### src/rtl/seq_check_param.sv
// ---------------------------------------------------------------------------
// seq_check_param
//   Parametrised serial-pattern detector. Each accepted beat carries IN_W
//   stream bits, with data_in[IN_W-1] the earliest on the stream. Every
//   alignment that ends inside the beat is compared with a runtime SEQ_LEN-bit
//   pattern. Overlapping or non-overlapping detection is selectable, and a
//   saturating hit counter is kept.
//
// Ports
//   clk       in   1        rising-edge clock
//   rst_n     in   1        asynchronous active-low reset
//   clr       in   1        synchronous flush of history, fill and hit count;
//                           wins over valid, and a beat presented with it is
//                           discarded
//   valid     in   1        data_in holds a beat this cycle
//   data_in   in   IN_W     beat, MSB first on the stream
//   pattern   in   SEQ_LEN  pattern, pattern[SEQ_LEN-1] is the first bit
//   overlap   in   1        1: overlapping matches, 0: a match consumes bits
//   flag_out  out  1        some hit in the previous valid beat
//   hit_vec   out  IN_W     hit_vec[k]: match completed at data_in[k]
//   hit_cnt   out  CNT_W    saturating hit total since reset/clr
//
// Handshake: there is no back-pressure. A beat is accepted on every rising
// edge where valid=1 and clr=0. flag_out/hit_vec describe that beat one
// cycle later and read 0 after any cycle without an accepted beat.
// ---------------------------------------------------------------------------
module seq_check_param #(
  parameter int IN_W    = 2,
  parameter int SEQ_LEN = 7,
  parameter int CNT_W   = 8
) (
  input  logic               clk,
  input  logic               rst_n,
  input  logic               clr,
  input  logic               valid,
  input  logic [IN_W-1:0]    data_in,
  input  logic [SEQ_LEN-1:0] pattern,
  input  logic               overlap,
  output logic               flag_out,
  output logic [IN_W-1:0]    hit_vec,
  output logic [CNT_W-1:0]   hit_cnt
);

  localparam int HW     = SEQ_LEN - 1;
  localparam int WIN_W  = HW + IN_W;
  localparam int FILL_W = $clog2(SEQ_LEN);
  // Wide enough for the largest counter value plus a full beat of hits.
  localparam int SUM_W  = CNT_W + $clog2(IN_W + 1);
  localparam logic [SUM_W-1:0] CNT_MAX = {{(SUM_W-CNT_W){1'b0}}, {CNT_W{1'b1}}};

  logic [HW-1:0]     hist;
  logic [FILL_W-1:0] fill;

  logic [WIN_W-1:0]  window;
  logic [IN_W-1:0]   raw_hit;
  logic [IN_W-1:0]   first_hit;
  logic [IN_W-1:0]   hit_next;
  logic [HW-1:0]     hist_next;
  logic [FILL_W-1:0] fill_next;
  logic [HW-1:0]     ones;
  logic [SUM_W-1:0]  pop;
  logic [SUM_W-1:0]  cnt_sum;
  logic [CNT_W-1:0]  cnt_next;
  int                first_k;

  always_comb begin
    window    = {hist, data_in};
    raw_hit   = '0;
    first_hit = '0;
    first_k   = 0;
    ones      = '1;

    // Alignment k ends at data_in[k]; it is only eligible once enough real
    // bits sit behind it, so reset zeros in hist can never fake a match.
    for (int k = 0; k < IN_W; k++) begin
      if ((int'(fill) + IN_W - k >= SEQ_LEN) &&
          (window[k +: SEQ_LEN] == pattern)) begin
        raw_hit[k] = 1'b1;
      end
    end

    // Earliest hit on the stream is the highest k; ascending scan, last wins.
    for (int k = 0; k < IN_W; k++) begin
      if (raw_hit[k]) begin
        first_hit    = '0;
        first_hit[k] = 1'b1;
        first_k      = k;
      end
    end

    hit_next = overlap ? raw_hit : first_hit;

    if (!overlap && (|raw_hit)) begin
      // The match consumes everything up to and including data_in[first_k];
      // only the later bits data_in[first_k-1:0] survive as fresh history.
      hist_next = window[HW-1:0] & (ones >> (HW - first_k));
      fill_next = FILL_W'(first_k);
    end else begin
      hist_next = window[HW-1:0];
      fill_next = (int'(fill) + IN_W >= HW) ? FILL_W'(HW) : FILL_W'(int'(fill) + IN_W);
    end

    pop = '0;
    for (int k = 0; k < IN_W; k++) begin
      pop = pop + SUM_W'(hit_next[k]);
    end
    cnt_sum  = SUM_W'(hit_cnt) + pop;
    cnt_next = (cnt_sum > CNT_MAX) ? {CNT_W{1'b1}} : cnt_sum[CNT_W-1:0];
  end

  always_ff @(posedge clk or negedge rst_n) begin
    if (!rst_n) begin
      hist     <= '0;
      fill     <= '0;
      flag_out <= 1'b0;
      hit_vec  <= '0;
      hit_cnt  <= '0;
    end else if (clr) begin
      hist     <= '0;
      fill     <= '0;
      flag_out <= 1'b0;
      hit_vec  <= '0;
      hit_cnt  <= '0;
    end else if (valid) begin
      hist     <= hist_next;
      fill     <= fill_next;
      flag_out <= |hit_next;
      hit_vec  <= hit_next;
      hit_cnt  <= cnt_next;
    end else begin
      flag_out <= 1'b0;
      hit_vec  <= '0;
    end
  end

endmodule

### config.mk
export PLATFORM = sky130hd
export DESIGN_NAME = seq_check_param
export DESIGN_NICKNAME = d
export VERILOG_FILES = /design/src/rtl/seq_check_param.sv
export SDC_FILE = /design/constraint.sdc
export NUM_CORES = 1
export LEC_CHECK = 0
export BUFFER_PORTS_ARGS = -buffer_cell sky130_fd_sc_hd__buf_2
export CORE_UTILIZATION = 44
export DETAILED_ROUTE_END_ITERATION = 12
export PLACE_DENSITY_LB_ADDON = 0.12
export SLEW_MARGIN = 20
export SYNTH_ARGS = -nofsm -noshare
export SYNTH_HDL_FRONTEND = slang
export SYNTH_SLANG_ARGS = --single-unit
### constraint.sdc
create_clock -name clk -period 5.9 [get_ports clk]
set_clock_uncertainty 0.1 [all_clocks]
set_input_delay 0.295 -clock clk [delete_from_list [all_inputs] [get_ports clk]]
set_output_delay 0.295 -clock clk [all_outputs]
set_load 0.05 [all_outputs]
# After elaboration in Yosys (flattened, before gate mapping)
# Cells that the tools add are included.
[word_totals]
register_bits = 20
latch_bits = 0
mem_bits_rw = 0
romBits = 0
inputBits = 14
output_inout_bits = 11
word_cells = 45
mem_count = 0
[op_classes]
addsub = 5
n_mul = 0
div = 0
order_cmp = 4
n_eq_ne = 2
shift = 1
n_mux = 20
bitwise = 1
n_reduce_logical = 7
[op_table]
columns = ["op", "count"]
rows = [
  ["32-bit by 4-bit >= comparator with 1-bit output, second input constant", 3],
  ["6-bit by 32-bit right shift with 6-bit output, first input constant", 1],
  ["32-bit by 2-bit subtractor with 32-bit output, second input constant", 1],
  ["4-bit by 32-bit subtractor with 32-bit output, first input constant", 1],
  ["8-bit two-way mux", 3],
  ["6-bit two-way mux", 3],
  ["7-bit == test", 2],
  ["3-bit two-way mux", 4],
  ["8-bit by 2-bit adder with 9-bit output", 1],
  ["9-bit by 8-bit > comparator with 1-bit output, second input constant", 1],
  ["2-bit two-way mux", 4],
  ["6-bit bitwise AND", 1],
  ["1-bit two-way mux", 6],
  ["3-bit by 2-bit adder with 4-bit output, second input constant", 1],
  ["2-bit OR reduction", 2],
  ["1-bit logical AND", 3],
  ["1-bit by 1-bit adder with 2-bit output", 1],
  ["2-bit nonzero test", 1],
  ["1-bit logical NOT", 1],
]

# Depth between registers and ports, before layout
# Gate-level depths: netlist (run 1).
[logic_depth]
depth_word = 13
mapped_depth = 12
depth_no_buf = 12

# Worst setup path after synthesis (run 1)
# No wires, ideal clock.
[synth_timing]
path_type = "reg2reg"
from = "register fill[1]"
to = "register hit_cnt[3]"
setup_time_ns = 0.066
arrival_time_ns = 2.809
required_time_ns = 5.734
slack_ns = 2.925
path_stages_with_launch = 12
n_path_buf = 0
synth_period_minus_slack_ns = 2.975
cell_sequence = "dfrtp_1 > inv_1 > ha_1 > a31oi_1 > or4_4 > o21bai_1 > fa_1 > inv_1 > ha_1 > nand4_1 > a41oi_1 > o21a_1"
[synth_via]
elab_chain_cells = 13
elab_cells_between_ends = 17
cone_classes = "add/sub: 4; order compare: 3; mux: 8; reduce/logical: 2"
[synth_lines]
columns = ["item", "line", "source"]
rows = [
  ["start, declared", "52", "logic [FILL_W-1:0] fill;"],
  ["start signal, assigned", "126", "fill <= fill_next;"],
  ["3-bit by 2-bit adder with 4-bit output (*)", "-", ""],
  ["32-bit by 2-bit subtractor with 32-bit output / 32-bit by 4-bit >= comparator with 1-bit output (equally long branches)", "76", "if ((int'(fill) + IN_W - k >= SEQ_LEN) &&"],
  ["32-bit by 4-bit >= comparator with 1-bit output / 1-bit logical AND (equally long branches)", "76", ""],
  ["1-bit logical AND / 1-bit two-way mux (equally long branches)", "76", ""],
  ["1-bit two-way mux (on tied branches)", "76, 84", ""],
  ["2-bit two-way mux", "84", "if (raw_hit[k]) begin"],
  ["2-bit two-way mux (*)", "91", "hit_next = overlap ? raw_hit : first_hit;"],
  ["1-bit by 1-bit adder with 2-bit output (*)", "105", "pop = pop + SUM_W'(hit_next[k]);"],
  ["8-bit by 2-bit adder with 9-bit output (*)", "107", "cnt_sum = SUM_W'(hit_cnt) + pop;"],
  ["9-bit by 8-bit > comparator with 1-bit output", "108", "cnt_next = (cnt_sum > CNT_MAX) ? {CNT_W{1'b1}} : cnt_sum[CNT_W-1:0];"],
  ["8-bit two-way mux (*)", "108", ""],
  ["8-bit two-way mux (*)", "124", "end else if (valid) begin"],
  ["8-bit two-way mux (*)", "118", "end else if (clr) begin"],
  ["end signal, assigned", "129", "hit_cnt <= cnt_next;"],
  ["end, declared", "41", "output logic [CNT_W-1:0] hit_cnt"],
]
# Every way passes the cells marked *; elsewhere a longest branch is shown, timed or not. The select of a mux whose other input is x is not followed.
# A chain may end at the register's enable or synchronous reset.

# Worst setup path after layout (run 1)
# Same ends and word-level chain as after synthesis.

==> impl_metrics.toml, run 1 <==
[yosys]
synth_fa_ha_area_share_pct = 7.50
post_synth.cell_area_avg_um2 = 9.75
synth_area_leaders = "dfrtp_1 (39%), ha_1 (5.9%), xnor2_1 (4.8%)"
synth_top_family_by_area = "simple AND/OR/NAND/NOR gates"
syn_area_mm2 = 0.00127
synth_compound_area_share_pct = 18.0
synth_mux_area_share_pct = 0
ys_seq_elements = 20
ys_seq_area_share_pct = 39.5
ys_warn_count = 0
synth_nets = 151
netlist_instances = 130
synth-simple-area-share_pct = 21.5
synth-xor-area-share_pct = 9.67
synthDistinctLibCells = 42
synth_top_area_cell = "dfrtp_1"
synth_top_area_share_pct = 39.5

[global_route]
grt_usage_pct = 19.1
grt_pass1_vias = 991
antenna_found_initial = 0
grt_max_degree = 24
grt.overflow.total = 0
grt_pass1_wl_mm = 4.60

[drt]
ant_nets = 0
routed_wl_mm = 2.67
first_iter_violations = 31
drcViolationCount = 0
dr.pass1.iters = 6
detail_route.wl_per_cell_um = 14.3
via_count = 1047
viasPerCell = 5.63

[clock_tree]
cts_resized = 0
cts_buffers = 3
htree_levels = 1
numClockSinks = 20
cts_tree = "yes"
clock_path_buffers = 2
clkLatencyLatePin_ns = 0.29
clk_pin_slew_ns = 0.11
post_cts_buffers = 0
root_buffer = "clkbuf_4"

[run]
drv_cap = 0

[worst_hold_path]
whs_path_depth = 3
whs_endpoint = "hist[1]$_DFFE_PN0P_"
hold_class = "in2reg"
min-delay-start = "data_in[1]"

[floorplan]
fp.dieArea_mm2 = 0.00310
initial_core_util_pct = 46.4
io_pins = 25
die_y_um = 55.7
fp-row-count = 19
die_w_um = 55.7
core_mm2 = 0.00273

[worst_setup_path]
timing.rr.end = "hit_cnt[3]$_DFFE_PN0P_"
start_kind = "register"
path_buf_inv = 2
reg2reg_setup_slack_ns = 2.62
critical_path.cell_chain = "inv_1 -> ha_1 -> a31oi_1 -> or4_4 -> o21bai_1 -> fa_1 -> inv_1 -> ha_1 -> nand4_1 -> a41oi_1 -> o21a_1"
slowest_delay_ns = 0.54
critPathKind = "reg2reg"
cp-end-kind = "register"
path_max_fanout = 8
crit_arrival_ns = 3.42
reg2reg_from = "fill[1]$_DFFE_PN0P_"
worstPathRequired_ns = 6.04
ff2ff_path_depth = 11
cpLargestDelayFamily = "adder cells"
crit_path_top_delay_cell = "or4_4"

[cells_and_area]
design_area_mm2 = 0.00146
fin_nets = 177
drive_above_1_share_pct = 22.6
diodes = 0
syn_to_final_growth_pct = 15.0
layout_common_cells = "buf_2 (24), dfrtp_1 (20), inv_1 (8), a21oi_1 (8)"
mostFrequentLayoutCell = "buf_2"

[placement]
place_congestion = 0.738
place.port_buffers = 24
dpl_cell_area_mm2 = 0.00141
dpl.hpwl_mm = 1.96

[sta]
fmax_mhz = 305
final.setup.tns_ns = 0
period_needed_ns = 3.28
slew_headroom_pct = 69.4
finalHoldViolCount = 0
tightest_slew_ns = 0.459
slew_violations = 0
setup_viol = 0
period_share_pct = 55.5
rsz0062_at_grt = "false"

[pwr]
powerDensity_mw_per_mm2 = 183
vdd_drop_max_uv = 139
leakage_nw = 0.668

[outcome]
status = "finished, final reports clean"
through the flow:
step                      hold slack (ns)  std cells  setup slack (ns)  power (mW)  util (%)
after detailed placement            0.172        181              2.67       0.190      51.6
after CTS                           0.198        186              2.65       0.269      53.3
after global placement              0.165        181              2.76       0.188      51.6
after floorplan                    -0.101        130              2.93       0.173         -
final                               0.212        186              2.62       0.266      53.3
after global routing                0.199        186              2.44       0.284      53.3
flip-flops by register name, indices dropped and copies added, names as in the netlist:
signal / flops
flag_out: 1
hist: 6
hit_cnt: 8
hit_vec: 2
fill: 3
Yosys cell counts:
library cell,instances
o32ai_1,3
ha_1,6
a41oi_1,1
a31oi_1,3
nor3_1,4
xor2_1,7
nand3_1,3
o21a_1,1
and2_1,1
a21oi_4,1
o211ai_1,1
o41ai_1,1
o211ai_2,1
xnor2_1,7
nand2_1,6
fa_1,1
a21oi_1,8
and4_1,1
clkinv_1,1
a311oi_1,2
a31o_2,1
nor2_1,6
or3_1,2
o22ai_1,2
o21ai_0,1
or4_4,1
nand4_1,2
a211oi_1,2
clkbuf_1,4
nor2b_1,2
dfrtp_1,20
o21bai_1,1
nor3b_1,1
and4b_1,1
inv_1,8
nand3b_1,4
o31ai_1,1
or2_2,1
a21o_1,1
nand2b_1,5
nor4_2,2
and3_1,3
worst register-to-register path: cells and delay by family (launching register included):
family | cells | cell delay (ns)
adders and majority gates | 3 | 0.99
and+or+nand+nor | 2 | 0.77
AOI/OAI and AO/OA | 4 | 0.75
DFF | 1 | 0.43
buffers and inverters | 2 | 0.19
per-layer routing:
metal | vias up | GRT usage [%] | wire [um]
met1 | 496 | 24.5 | 1250
met2 | 27 | 31.5 | 1280
li1 | 522 | - | -
met5 | - | 0 | 0
met4 | 0 | 8.21 | 16
met3 | 2 | 3.49 | 117
power breakdown:
| group | internal, mW | switching (mW) | total (mW) |
|---|---|---|---|
| clock network | 0.0376 | 0.0416 | 0.0792 |
| registers | 0.140 | 0.00391 | 0.144 |
| logic | 0.0166 | 0.0264 | 0.0430 |
| total | 0.195 | 0.0719 | 0.266 |
worst max-delay path by stage:
stage,cells after the start,endpoint,startpoint
after floorplan,11,hit_cnt[3]$_DFFE_PN0P_,fill[1]$_DFFE_PN0P_
after global routing,11,hit_cnt[3]$_DFFE_PN0P_,fill[1]$_DFFE_PN0P_
after CTS,10,hit_cnt[0]$_DFFE_PN0P_,fill[1]$_DFFE_PN0P_
after global placement,10,hit_cnt[0]$_DFFE_PN0P_,fill[1]$_DFFE_PN0P_
after detailed placement,11,hit_cnt[3]$_DFFE_PN0P_,fill[1]$_DFFE_PN0P_
final,11,hit_cnt[3]$_DFFE_PN0P_,fill[1]$_DFFE_PN0P_
kinds of logic after synthesis:
group,count (synthesis)
xor+xnor,14
buf+inv,13
flops,20
simple gates,45
compound gates,31
fa+ha+maj,7
area by class of cell:
class	count	area (um2)
tap	31	38.8
multi-input combinational	97	718
sequential	20	500
inverter	9	33.8
fill	262	1280
timing repair buffer	25	130
clock buffer	4	36.3
repair_timing:
item                                    4_1_cts  5_1_grt
endpoints found under the setup margin        0        0
endpoints found under the hold margin        20        0
hold buffers                                  1        0
No activity file was read; power rests on OpenSTA's default activity.
==> inputs of run 2 (changes only) <==
Clock period 5.9 ns to 3.4 ns, I/O delays scaled along.
==> impl_metrics.toml, run 2 (synthesized netlist as in run 1, its figures left out) <==
[worst_setup_path]
cp-end-kind = "register"
cp-startpoint = "fill[1]$_DFFE_PN0P_"
reg2reg_setup_slack_ns = 0.18
crit_path_top_delay_cell = "or4_4"
slowest_delay_ns = 0.54
crit_arrival_ns = 3.37
cp_common_cell = "inv_1"
reg2reg_from = "fill[1]$_DFFE_PN0P_"
timing.rr.end = "hit_cnt[3]$_DFFE_PN0P_"
worstPathRequired_ns = 3.54
critPathKind = "reg2reg"
critical_path.cell_chain = "inv_1 -> ha_1 -> a31oi_1 -> or4_4 -> o21bai_1 -> fa_1 -> inv_1 -> ha_2 -> nand4_1 -> a41oi_1 -> o21a_1"
ff2ff_path_depth = 11
start_kind = "register"
path_max_fanout = 8

[cells_and_area]
drive_above_1_share_pct = 23.7
reg_top3 = "hit_cnt x8, hist x6, fill x3"
layout.cells.non_filler = 187
fin_nets = 178
num-fill-cells = 263
syn_to_final_growth_pct = 15.8
mostFrequentLayoutCell = "buf_2"
diodes = 0
largest_reg_flops = 8
regMostFlops = "hit_cnt"
layout_common_cells = "buf_2 (24), dfrtp_1 (20), inv_1 (8), a21oi_1 (8)"

[drt]
viasPerCell = 5.63
ant_nets = 0
detail_route.wl_per_cell_um = 14.6
dr.pass1.iters = 4
routed_wl_mm = 2.72
first_iter_violations = 38
drcViolationCount = 0
via_count = 1052

[placement]
place_congestion = 0.738
placed_cells = 181
dpl.hpwl_mm = 1.96
place.port_buffers = 24

[sta]
slew_headroom_pct = 69.4
fmax_mhz = 310
final.setup.tns_ns = 0
tightest_slew_ns = 0.458
rsz0062_at_grt = "false"
period_needed_ns = 3.22
period_share_pct = 94.8
slew_violations = 0
setup_viol = 0
finalHoldViolCount = 0

[global_route]
grt_pass1_vias = 991
antenna_found_initial = 0
grt.overflow.total = 0
grt_usage_pct = 19.1
grt_max_degree = 24
grt_pass1_wl_mm = 4.60

[clock_tree]
htree_levels = 1
root_buffer = "clkbuf_4"
numClockSinks = 20
clock_path_buffers = 2
cts_tree = "yes"
clk_pin_slew_ns = 0.11
clkLatencyLatePin_ns = 0.29
cts_buffers = 3

[pwr]
leakage_nw = 0.670
powerDensity_mw_per_mm2 = 317
vdd_drop_max_uv = 243

[floorplan]
io_pins = 25
die_w_um = 55.7
fp.dieArea_mm2 = 0.00310
core_mm2 = 0.00273
initial_core_util_pct = 46.4
fp-row-count = 19
die_y_um = 55.7

[worst_hold_path]
hold_class = "in2reg"
min-delay-start = "data_in[1]"
whs_endpoint = "hist[1]$_DFFE_PN0P_"
whs_path_depth = 3

[outcome]
status = "finished, final reports clean"

[run]
drv_cap = 0
run 2: power breakdown:
| part | internal (mW) | total (mW) | switching (mW) |
|---|---|---|---|
| Sequential | 0.244 | 0.250 | 0.00695 |
| Clock | 0.0652 | 0.138 | 0.0725 |
| Combinational | 0.0302 | 0.0765 | 0.0464 |
| Total | 0.339 | 0.465 | 0.126 |
run 2: per-layer routing:
metal	track usage [%]	part of all wire (%)
met5	0	0
met4	8.21	0.59
met1	24.5	48
met2	31.5	48
met3	3.49	3.3
run 2: final cells by class:
class	count	area (um2)	area share (%)
tap	31	38.8	2.64
clock buffer	4	36.3	2.47
timing repair buffer	26	138	9.38
sequential	20	500	34.1
inverter	9	33.8	2.30
multi-input combinational	97	721	49.1
run 2: worst max-delay path by stage:
stage                        endpoint  slack (ns)  cells after the start
5_1_grt        hit_cnt[3]$_DFFE_PN0P_        0.01                     11
6_report       hit_cnt[3]$_DFFE_PN0P_        0.18                     11
3_5_place_dp   hit_cnt[3]$_DFFE_PN0P_        0.17                     11
3_3_place_gp   hit_cnt[0]$_DFFE_PN0P_        0.26                     10
2_1_floorplan  hit_cnt[3]$_DFFE_PN0P_        0.43                     11
4_1_cts        hit_cnt[0]$_DFFE_PN0P_        0.15                     10
run 2: critical path, delay by kind of cell, from the launching register on:
kind	cells	cell delay, ns
AO/OA/AOI/OAI	4	0.73
adder cells (fa/ha/maj)	3	0.95
buffers and inverters	2	0.20
flip-flops	1	0.42
AND/OR/NAND/NOR	2	0.76
run 2: through the flow:
stage | utilization (%) | hold slack [ns] | instance area [um2] | worst slack [ns] | total power, mW
after floorplan | - | -0.226 | 1270 | 0.425 | 0.301
after global placement | 51.6 | 0.0396 | 1410 | 0.263 | 0.327
after detailed placement | 51.6 | 0.0473 | 1410 | 0.168 | 0.329
after CTS | 53.3 | 0.0731 | 1460 | 0.146 | 0.466
after global routing | 53.7 | 0.0737 | 1470 | 0.0149 | 0.494
final | 53.7 | 0.0879 | 1470 | 0.176 | 0.465
run 2: timing repair:
action / CTS / global route
hold buffers: 1 / 0
hold endpoints to repair: 20 / 0
gates resized for setup: 0 / 1
setup endpoints to repair: 0 / 3
buffers inserted: 0 / 1
==> inputs of run 3 (changes only) <==
--- a/config.mk
+++ b/config.mk
@@ -7,3 +7,5 @@
 export LEC_CHECK = 0
+export ABC_AREA = 1
 export BUFFER_PORTS_ARGS = -buffer_cell sky130_fd_sc_hd__buf_2
+export CAP_MARGIN = 30
 export CORE_UTILIZATION = 44
==> constraint.sdc (replaced) <==
create_clock -name clk -period 3.4 [get_ports clk]
set_clock_uncertainty 0.1 [all_clocks]
set_input_delay 0 -clock clk [delete_from_list [all_inputs] [get_ports clk]]
set_output_delay 0 -clock clk [all_outputs]
set_load 0.05 [all_outputs]
==> impl_metrics.toml, run 3 <==
[outcome]
status = "finished, violations left"
violations = "design-rule violations"

[yosys]
synth_top_area_share_pct = 36.5
ys_warn_count = 0
synth_edf_count = 0
synth_compound_area_share_pct = 11.1
yosysMostFrequentCell = "nand2_1"
ys_seq_area_share_pct = 36.5
synth_top_area_cell = "dfrtp_1"
synth_mux_area_share_pct = 0
synth-simple-area-share_pct = 32.3
netlist_instances = 180
synth-xor-area-share_pct = 3.20
async_reset_ff_share_pct = 100
post_synth.cell_area_avg_um2 = 7.61
syn_area_mm2 = 0.00137
synth_area_leaders = "dfrtp_1 (37%), nand2_1 (12%), inv_1 (7.9%)"
yosys-top-cells-count = "nand2_1 (45), inv_1 (29), dfrtp_1 (20)"
synth_flop_cell = "dfrtp_1"
synth_nets = 201
synth_top_family_by_area = "simple AND/OR/NAND/NOR gates"
ys_seq_elements = 20
synth_fa_ha_area_share_pct = 6.94
synthDistinctLibCells = 30

[worst_hold_path]
hold_class = "in2reg"
min-delay-start = "overlap"

[clock_tree]
clk_pin_slew_ns = 0.11
cts_buffers = 3
root_buffer = "clkbuf_4"
htree_levels = 1
cts_tree = "yes"
clkLatencyLatePin_ns = 0.29
clock_path_buffers = 2
numClockSinks = 20

[sta]
slew_headroom_pct = 64.4
period_share_pct = 92.5
finalHoldViolCount = 0
slew_violations = 0
rsz0062_at_grt = "false"
tightest_slew_ns = 0.533
fmax_mhz = 318
final.setup.tns_ns = 0
holdWs_ns = 0.0206
setup_viol = 0
period_needed_ns = 3.15

[global_route]
grt_pass1_vias = 1176
grt_pass1_wl_mm = 5.08
grt.overflow.total = 0
grt_max_degree = 21
antenna_found_initial = 0
grt_usage_pct = 19.5

[cells_and_area]
mostFrequentLayoutCell = "nand2_1"
regMostFlops = "hit_cnt"
reg_top3 = "hit_cnt x8, hist x6, fill x3"
fin_nets = 239
syn_to_final_growth_pct = 21.0
diodes = 0
layout_common_cells = "nand2_1 (45), inv_1 (29), buf_2 (24)"
design_area_mm2 = 0.00166
largest_reg_flops = 8
drive_above_1_share_pct = 25.0

[drt]
drcViolationCount = 2
via_count = 1247
wl_met2_mm = 1.32
viasPerCell = 5.05
routed_wl_mm = 2.92
ant_nets = 0
dr.pass1.iters = 8
met1Wirelength_mm = 1.46
detail_route.wl_per_cell_um = 11.8
met3_length_um = 121
first_iter_violations = 64
maxUsedRoutingLayer = "met4"

[placement]
place_congestion = 0.856
dpl.hpwl_mm = 2.24
place.port_buffers = 24
dpl_cell_area_mm2 = 0.00153

[worst_setup_path]
crit_arrival_ns = 3.26
timing.rr.end = "hit_cnt[3]$_DFFE_PN0P_"
reg2reg_setup_slack_ns = 0.25
cp-startpoint = "fill[1]$_DFFE_PN0P_"
path_max_fanout = 6
reg2reg_from = "fill[1]$_DFFE_PN0P_"
crit_end = "hit_cnt[3]$_DFFE_PN0P_"
ff2ff_path_depth = 18
worstPathRequired_ns = 3.52
critPathKind = "reg2reg"
start_kind = "register"
cp-end-kind = "register"

[pwr]
powerDensity_mw_per_mm2 = 267
p_clk_share_pct = 25.5
p_sw_uw = 127
vdd_drop_max_uv = 139
seqPwrFrac_pct = 55.8
leakage_nw = 0.853
internal_power_uw = 316
pwr-share-comb_pct = 18.7
swShare_pct = 28.6

[floorplan]
io_pins = 25
initial_core_util_pct = 48.0
die_w_um = 57.8
fp-row-count = 19
fp.dieArea_mm2 = 0.00334
core_mm2 = 0.00285
die_y_um = 57.8

[run]
drv_cap = 0
## run 3: worst min path at each step
stage	slack, ns	to	cells after the start
final	0.02	hist[0]$_DFFE_PN0P_	5
after global routing	0.06	hist[0]$_DFFE_PN0P_	5
after CTS	0.02	hist[0]$_DFFE_PN0P_	5
after detailed placement	-0.12	hist[3]$_DFFE_PN0P_	1
after global placement	-0.12	hist[5]$_DFFE_PN0P_	1
after floorplan	-0.40	fill[0]$_DFFE_PN0P_	0
## run 3: area by class of cell
class	count	area [um2]
fillers	280	1190
multi-input cells	124	739
flip-flops and latches	20	500
repair buffers	34	225
inverters	35	131
well taps	31	38.8
clock buffers	3	22.5
## run 3: through the flow
stage,setup WS (ns),std cells,total power [mW],utilization (%)
2_1_floorplan,0.483,180,0.303,-
3_3_place_gp,0.387,234,0.328,53.5
3_5_place_dp,0.260,234,0.330,53.5
4_1_cts,0.230,244,0.446,56.7
5_1_grt,0.00577,247,0.467,58.1
6_report,0.255,247,0.443,58.1
## run 3: power groups by stage
stage / registers [mW] / clock network, mW / logic [mW]
after floorplan: 0.251 / 0 / 0.0518
after global placement: 0.251 / 0 / 0.0770
after detailed placement: 0.252 / 0 / 0.0784
after CTS: 0.247 / 0.115 / 0.0832
after global routing: 0.248 / 0.126 / 0.0934
final: 0.247 / 0.113 / 0.0829
## run 3: routing by layer
layer  track usage (%)  up-vias
li1                  -      646
met1              27.1      570
met2              32.2       29
met3              2.90        2
met4              4.42        0
met5                 0        -
## run 3: repair_timing
item                                    CTS  global route
buffers inserted                          0             3
hold buffers                              7             0
hold endpoints to repair                 27             0
gates resized for setup                   0             2
endpoints found under the setup margin    0             3
## run 3: critical path, stage by stage (launching register included)
cell      delay, ns
dfrtp_1        0.43
inv_2          0.09
ha_1           0.32
nand3_1        0.09
nand2_1        0.07
inv_1          0.05
nor4_1         0.29
nand3b_1       0.17
fa_2           0.35
inv_1          0.09
ha_2           0.19
nand3_1        0.11
nor2_2         0.18
nand3_2        0.11
nor2_4         0.16
inv_2          0.06
o21ai_1        0.07
nand2_1        0.06
o21ai_1        0.08
## run 3: cell families (layout without fill, tap and decap cells)
kind of cell	count (synthesis)	count (layout)
flops	20	20
xor+xnor	5	5
compound gates	27	27
fa+ha+maj	7	7
simple gates	85	85
buf+inv	36	72
